**config.mk**
```make
export PLATFORM = sky130hd
export DESIGN_NAME = hci_core_stride_issuer_flat
export DESIGN_NICKNAME = d
export VERILOG_FILES = /design/src/rtl/hci_core_stride_issuer_pkg.sv /design/src/rtl/hci_core_stride_issuer_if.sv /design/src/rtl/hci_core_stride_issuer_outstanding_counter.sv /design/src/rtl/hci_core_stride_issuer.sv /design/src/flat_wrapper.sv
export SDC_FILE = /design/constraint.sdc
export NUM_CORES = 1
export LEC_CHECK = 0
export CAP_MARGIN = 30
export CORE_AREA = 2 2 265 267
export CTS_CLUSTER_SIZE = 28
export DETAILED_ROUTE_END_ITERATION = 12
export DIE_AREA = 0 0 267 269
export PLACE_DENSITY = 0.43
export SLEW_MARGIN = 20
export SYNTH_ARGS = -nofsm -noshare
export SYNTH_HDL_FRONTEND = slang
export SYNTH_SLANG_ARGS = --single-unit
```
**constraint.sdc**
```tcl
create_clock -name clk_i -period 3.56 [get_ports clk_i]
set_clock_uncertainty 0.15 [all_clocks]
set_input_delay 0.89 -clock clk_i [delete_from_list [all_inputs] [get_ports clk_i]]
set_output_delay 0.89 -clock clk_i [all_outputs]
set_load 0.01 [all_outputs]
```
**src/rtl/hci_core_stride_issuer_pkg.sv**
```systemverilog
// hci_core_stride_issuer_pkg: shared state and configuration types for the strided HCI issuer
package hci_core_stride_issuer_pkg;

    localparam int unsigned HCI_AW    = 32;
    localparam int unsigned HCI_CNT_W = 16;

    typedef enum logic [1:0] {IDLE, ISSUE, DRAIN, DONE} hci_stride_state_e;

    typedef struct packed {
        logic [HCI_AW-1:0]    base;
        logic [HCI_AW-1:0]    stride;
        logic [HCI_CNT_W-1:0] count;
        logic                 wen;
    } hci_stride_cfg_t;

endpackage

```
**src/rtl/hci_core_stride_issuer_if.sv**
```systemverilog
// hci_core_stride_issuer_if: wide HCI core request/response channel
interface hci_core_stride_issuer_if #(
    parameter int unsigned DW = 128,
    parameter int unsigned AW = 32,
    parameter int unsigned BW = 8
);

    logic             req;
    logic [AW-1:0]    add;
    logic             wen;
    logic [DW/BW-1:0] be;
    logic [DW-1:0]    data;
    logic             gnt;
    logic             r_valid;
    logic [DW-1:0]    r_data;

    modport master (output req, add, wen, be, data, input gnt, r_valid, r_data);
    modport slave  (input req, add, wen, be, data, output gnt, r_valid, r_data);

endinterface

```
**src/rtl/hci_core_stride_issuer_outstanding_counter.sv**
```systemverilog
// hci_outstanding_counter: saturating up/down count of granted-but-unanswered requests
module hci_outstanding_counter #(
    parameter int unsigned MAX = 4
) (
    input  logic clk_i,
    input  logic clear_i,
    input  logic restart_i,
    input  logic inc_i,
    input  logic dec_i,
    output logic full_o,
    output logic empty_o
);

    localparam int unsigned W = $clog2(MAX + 1);

    logic [W-1:0] cnt_q;

    assign full_o  = cnt_q == W'(MAX);
    assign empty_o = cnt_q == '0;

    // simultaneous inc/dec leaves the count unchanged; both ends saturate
    always_ff @(posedge clk_i) begin
        if (clear_i || restart_i) cnt_q <= '0;
        else if (inc_i && !dec_i && !full_o) cnt_q <= cnt_q + W'(1);
        else if (dec_i && !inc_i && !empty_o) cnt_q <= cnt_q - W'(1);
    end

endmodule

```
**src/rtl/hci_core_stride_issuer.sv**
```systemverilog
// hci_core_stride_issuer: issues base+k*stride HCI requests; optional stall counter via HCI_STRIDE_ISSUER_PERF_EN
module hci_core_stride_issuer
    import hci_core_stride_issuer_pkg::*;
#(
    parameter int unsigned DW        = 128,
    parameter int unsigned AW        = HCI_AW,
    parameter int unsigned BW        = 8,
    parameter int unsigned CNT_W     = HCI_CNT_W,
    parameter int unsigned MAX_OUTST = 4
) (
    input  logic                        clk_i,
    input  logic                        clear_i,
    input  logic                        start_i,
    input  logic [AW-1:0]               cfg_base_i,
    input  logic [AW-1:0]               cfg_stride_i,
    input  logic [CNT_W-1:0]            cfg_count_i,
    input  logic                        cfg_wen_i,
    input  logic [DW-1:0]               wdata_i,
    input  logic [DW/BW-1:0]            wbe_i,
    input  logic                        wdata_valid_i,
    output logic                        wdata_ready_o,
    hci_core_stride_issuer_if.master    tcdm,
    output logic [DW-1:0]               rdata_o,
    output logic                        rvalid_o,
    output logic                        busy_o,
    output logic                        done_o,
    output logic [CNT_W-1:0]            perf_stall_o
);

    hci_stride_state_e state_q, state_d;
    hci_stride_cfg_t   cfg_q;
    logic [CNT_W-1:0]  issue_cnt_q, resp_cnt_q;
    logic              launch, fire, last_grant, resp, full, empty;

    assign launch     = state_q == IDLE && start_i;
    assign fire       = tcdm.req && tcdm.gnt;
    assign last_grant = fire && issue_cnt_q + CNT_W'(1) == cfg_q.count;
    assign resp       = tcdm.r_valid && busy_o;

    assign tcdm.req  = state_q == ISSUE && !full && (cfg_q.wen || wdata_valid_i);
    assign tcdm.add  = cfg_q.base & ~AW'(3);
    assign tcdm.wen  = cfg_q.wen;
    assign tcdm.be   = wbe_i;
    assign tcdm.data = wdata_i;

    assign wdata_ready_o = fire && !cfg_q.wen;
    assign busy_o        = state_q == ISSUE || state_q == DRAIN;
    assign done_o        = state_q == DONE;
    assign rvalid_o      = resp && cfg_q.wen;
    assign rdata_o       = tcdm.r_data;

    hci_outstanding_counter #(.MAX(MAX_OUTST)) i_outst (
        .clk_i    (clk_i),
        .clear_i  (clear_i),
        .restart_i(launch),
        .inc_i    (fire),
        .dec_i    (resp),
        .full_o   (full),
        .empty_o  (empty)
    );

    // sequence control: issue until the last grant, then wait for every response
    always_comb begin
        state_d = state_q;
        case (state_q)
            IDLE:    if (start_i) state_d = cfg_count_i != '0 ? ISSUE : DONE;
            ISSUE:   if (last_grant) state_d = DRAIN;
            DRAIN:   if (resp_cnt_q == cfg_q.count && empty) state_d = DONE;
            default: state_d = IDLE;
        endcase
    end

    // state, latched config and progress counters; cfg_q.base advances as the running address
    always_ff @(posedge clk_i) begin
        if (clear_i) begin
            state_q     <= IDLE;
            cfg_q       <= '0;
            issue_cnt_q <= '0;
            resp_cnt_q  <= '0;
        end else begin
            state_q <= state_d;
            if (launch) begin
                cfg_q       <= '{base: cfg_base_i, stride: cfg_stride_i, count: cfg_count_i, wen: cfg_wen_i};
                issue_cnt_q <= '0;
                resp_cnt_q  <= '0;
            end else begin
                if (fire) begin
                    cfg_q.base  <= cfg_q.base + cfg_q.stride;
                    issue_cnt_q <= issue_cnt_q + CNT_W'(1);
                end
                if (resp) resp_cnt_q <= resp_cnt_q + CNT_W'(1);
            end
        end
    end

`ifdef HCI_STRIDE_ISSUER_PERF_EN
    logic [CNT_W-1:0] perf_q;

    // count issue cycles lost to grant wait or to the outstanding limit, saturating
    always_ff @(posedge clk_i) begin
        if (clear_i || launch) perf_q <= '0;
        else if (state_q == ISSUE && ((tcdm.req && !tcdm.gnt) || (!tcdm.req && full)) && perf_q != '1)
            perf_q <= perf_q + CNT_W'(1);
    end

    assign perf_stall_o = perf_q;
`else
    assign perf_stall_o = '0;
`endif

endmodule

```
**src/flat_wrapper.sv**
```systemverilog
// flat-port wrapper written by rule: the top's interface ports become plain ports
module hci_core_stride_issuer_flat import hci_core_stride_issuer_pkg::*;
#(
    parameter int unsigned DW        = 128,
    parameter int unsigned AW        = HCI_AW,
    parameter int unsigned BW        = 8,
    parameter int unsigned CNT_W     = HCI_CNT_W,
    parameter int unsigned MAX_OUTST = 4
)
  (clk_i, clear_i, start_i, cfg_base_i, cfg_stride_i, cfg_count_i, cfg_wen_i, wdata_i, wbe_i, wdata_valid_i, wdata_ready_o, rdata_o, rvalid_o, busy_o, done_o, perf_stall_o, tcdm_req, tcdm_add, tcdm_wen, tcdm_be, tcdm_data, tcdm_gnt, tcdm_r_valid, tcdm_r_data);
  hci_core_stride_issuer_if #(.DW(DW), .AW(AW), .BW(BW)) tcdm_i ();
  input  logic clk_i;
  input  logic clear_i;
  input  logic start_i;
  input  logic [AW-1:0] cfg_base_i;
  input  logic [AW-1:0] cfg_stride_i;
  input  logic [CNT_W-1:0] cfg_count_i;
  input  logic cfg_wen_i;
  input  logic [DW-1:0] wdata_i;
  input  logic [DW/BW-1:0] wbe_i;
  input  logic wdata_valid_i;
  output logic wdata_ready_o;
  output logic [DW-1:0] rdata_o;
  output logic rvalid_o;
  output logic busy_o;
  output logic done_o;
  output logic [CNT_W-1:0] perf_stall_o;
  output wire logic [$bits(tcdm_i.req)-1:0] tcdm_req;
  output wire logic [$bits(tcdm_i.add)-1:0] tcdm_add;
  output wire logic [$bits(tcdm_i.wen)-1:0] tcdm_wen;
  output wire logic [$bits(tcdm_i.be)-1:0] tcdm_be;
  output wire logic [$bits(tcdm_i.data)-1:0] tcdm_data;
  input wire logic [$bits(tcdm_i.gnt)-1:0] tcdm_gnt;
  input wire logic [$bits(tcdm_i.r_valid)-1:0] tcdm_r_valid;
  input wire logic [$bits(tcdm_i.r_data)-1:0] tcdm_r_data;
  assign tcdm_req = tcdm_i.req;
  assign tcdm_add = tcdm_i.add;
  assign tcdm_wen = tcdm_i.wen;
  assign tcdm_be = tcdm_i.be;
  assign tcdm_data = tcdm_i.data;
  assign tcdm_i.gnt = tcdm_gnt;
  assign tcdm_i.r_valid = tcdm_r_valid;
  assign tcdm_i.r_data = tcdm_r_data;
  hci_core_stride_issuer #(.DW(DW), .AW(AW), .BW(BW), .CNT_W(CNT_W), .MAX_OUTST(MAX_OUTST)) u_core (.clk_i(clk_i), .clear_i(clear_i), .start_i(start_i), .cfg_base_i(cfg_base_i), .cfg_stride_i(cfg_stride_i), .cfg_count_i(cfg_count_i), .cfg_wen_i(cfg_wen_i), .wdata_i(wdata_i), .wbe_i(wbe_i), .wdata_valid_i(wdata_valid_i), .wdata_ready_o(wdata_ready_o), .tcdm(tcdm_i), .rdata_o(rdata_o), .rvalid_o(rvalid_o), .busy_o(busy_o), .done_o(done_o), .perf_stall_o(perf_stall_o));
endmodule
```
==> run metrics <==
Die Area=0.0718 mm^2; Sw Ratio=0.379; Vias=7386; switching pwr=2.20 mW; Synth Area in Compound Gates=0.160; vias in the first global route=7506; Critical-path top delay cell=clkdlybuf4s50_1; Die Y=269 um; area share of the largest cell type after synthesis=0.251; Worst path top cell family by delay=buffers and inverters; crit-path most repeated cell=clkdlybuf4s50_1; row cnt=97; GRT Residual Overflow=0; Clock Path Buffers=2; setup violators final=0; fin. max-slew vios=0; Worst Tran Pin Value=640 ps; Reg area=0.00236 mm^2; First DRT Iteration DRCs=396; routed vias/inst=3.69; post-synth cell types=74; Layout fillers=7902; fin util=0.147; starting density of the core=0.138; LEAKAGE=3.69 nW; P&R area growth vs syn=6.64%; Worst path max stage delay=540 ps; number of synthesized flops with an enable pin=0; Post-synth ARST share=0; RSZ-0062 raised after global routing=no; Setup TNS=0 ps; IO Pins=685; Placer Congestion=0.778; Root Driver=clkbuf_16; layout cells sized above 1=0.0641; Setup Buffers After CTS=0; FMAX=0.293 GHz; register share of total power=0.298; CTS buffer count=17; I/O Buffers=122; largest area contributor in the netlist=buf_4; post-route ant nets=0; Logic pwr share=0.372; Hold Slack=311 ps; CP Launch Type=input pin; ranking of synthesized cells by area=buf_4 25%, dfxtp_1 25%, nand2_1 7.1%; Clock power frac=0.330; pwr/cell area=569 mW/mm^2; min Tclk post-route=3410 ps; final hold violation count=0; drt pass-1 iters=4; Clock transition at path regs=60 ps; mapped cell area=0.00956 mm^2; Post-Synth XOR/XNOR Area=0.0733; GRT Total Usage=0.0886; Syn Area/Cell=7.67 um^2; first-pass GRT wire length=46900 um; nets@finish=1446; clock sink count=118; largest net degree at the start of global routing=86; worst endpoint required time=2520 ps; Syn Inst Count=1247; CP Class=input pin to output pin; Diodes inserted=0; Main synth FF type=dfxtp_1; Post-CTS Hold Buffers=0; Int Power=3.60 mW; worst min path class=flop to flop; CORE AREA=0.0693 mm^2; post-synthesis adder-cell area fraction=0.0526; register bit total from synthesis=118; drt total wl=31700 um; Slew HR=0.569; Die X=267 um; # DRC=0; multi-input gate area in the final layout=0.00461 mm^2; detailed-route wire length per cell=15.8 um; Peak VDD IR=206 uV; CP max FO=2; number of H-tree levels=4; yosys warns=0; CP endpoint kind=output pin; WP data arrival=2370 ps; Tcrit/Tclk final=0.958; Synth Area in Simple Gates=0.184; initial antenna violation count=2; Skew-Pair Late Insertion Delay=460 ps; CTS tree=done; largest family of logic cells by synthesized area=buffers and inverters; count leader, synth=buf_4; outcome=finished clean; worst path cell trace=clkdlybuf4s50_1 > o21ai_0 > a21oi_2 > nand2_2 > nor2_1 > clkdlybuf4s50_1; HPWL Detailed=24200 um; post-synthesis mux area share=0.00209; Synth top cells by count=320 x buf_4, 182 x nand2_1, 118 x dfxtp_1; CP bufs+invs=2; maxcap violations=0; register area share after synthesis=0.247
cells in the final DEF (no fill, tap or decap), types with 3 or more instances in the layout:
| cell type | count |
|---|---|
| nor3_1 | 21 |
| bufinv_16 | 4 |
| xor2_1 | 46 |
| o21bai_1 | 4 |
| nand4_1 | 17 |
| nor4_1 | 11 |
| nand2_1 | 180 |
| o21ai_0 | 30 |
| o21a_1 | 5 |
| or3_1 | 5 |
| nand2b_1 | 3 |
| a41oi_1 | 4 |
| and2_1 | 6 |
| nor2_1 | 83 |
| a211oi_1 | 17 |
| buf_12 | 3 |
| o211ai_1 | 6 |
| a31oi_1 | 5 |
| ha_1 | 37 |
| conb_1 | 18 |
| nand3_1 | 24 |
| buf_4 | 12 |
| o211a_1 | 3 |
| xnor2_1 | 34 |
| a311oi_1 | 16 |
| clkinv_4 | 4 |
| nor2b_1 | 3 |
| a21oi_1 | 99 |
| a21o_1 | 12 |
| clkdlybuf4s50_1 | 121 |
| inv_6 | 3 |
| dfxtp_1 | 118 |
| o31ai_1 | 4 |
| and3_1 | 14 |
| clkbuf_16 | 17 |
| inv_1 | 15 |
registers in the layout, indices dropped and copies added (netlist names):
| signal | flops |
|---|---|
| u_core.issue_cnt_q | 16 |
| u_core.cfg_q | 50 |
| u_core.resp_cnt_q | 16 |
| u_core.i_outst.cnt_q | 3 |
| u_core.state_q | 2 |
| u_core.tcdm.wen | 1 |
| u_core.tcdm.add | 30 |
power groups by stage:
stage               Clock (mW)  Combinational [mW]  Sequential, mW
floorplan                    0                1.78            1.68
global placement             0                2.18            1.76
detailed placement           0                2.19            1.76
CTS                       2.00                2.21            1.74
global route              2.04                2.42            1.76
finish                    1.91                2.16            1.73
through the flow:
stage	total power [mW]	instance area, um^2	setup WS (ps)	cells
2_1_floorplan	3.46	9620	679	1264
3_3_place_gp	3.94	9560	109	1969
3_5_place_dp	3.95	9560	77.9	1969
4_1_cts	5.95	10200	64.3	2001
5_1_grt	6.23	10200	50.0	2001
6_report	5.80	10200	149	2001
repair_timing:
action	CTS	global route
setup endpoints to repair	0	1
resized for setup	0	1
hold endpoints to repair	0	0
final cells by class:
type	instances	area share
repair buffers	136	0.134
flip-flops and latches	118	0.232
inverters	15	0.00552
well taps	940	0.115
clock inverters	14	0.0195
multi-input cells	760	0.452
clock buffers	18	0.0421
layer usage:
metal | part of all wire | GRT usage | wire, um
met5 | 0.00076 | 0.00203 | 24
met4 | 0.036 | 0.0411 | 1130
met3 | 0.097 | 0.0457 | 3080
met2 | 0.44 | 0.134 | 13900
met1 | 0.43 | 0.103 | 13600
tightest hold or removal path: stages (launching register included):
cell and delay [ps]:
dfxtp_1 310, nand2_1 50, a21oi_1 50
logic make-up (layout without fill, tap and decap cells):
family                     after synthesis  after routing
buffers and inverters                  386            183
and+or+nand+nor                        388            388
adders and majority gates               39             39
AOI/OAI and AO/OA                      233            233
muxes                                    2              2
other                                    1             18
DFF                                    118            118
xor gates and xnor gates                80             80
worst paths after layout:
check                           cells after the start  slack (ps)        startpoint                  end
worst max-delay path                                6         150     wdata_valid_i        wdata_ready_o
worst max register to register                     11         310  u_core.cfg_q[17]  u_core.tcdm.add[28]
worst min-delay path                                2         310  u_core.cfg_q[28]     u_core.cfg_q[28]
worst min register to register                      2         310  u_core.cfg_q[28]     u_core.cfg_q[28]
(Power assumes the default switching activity.)
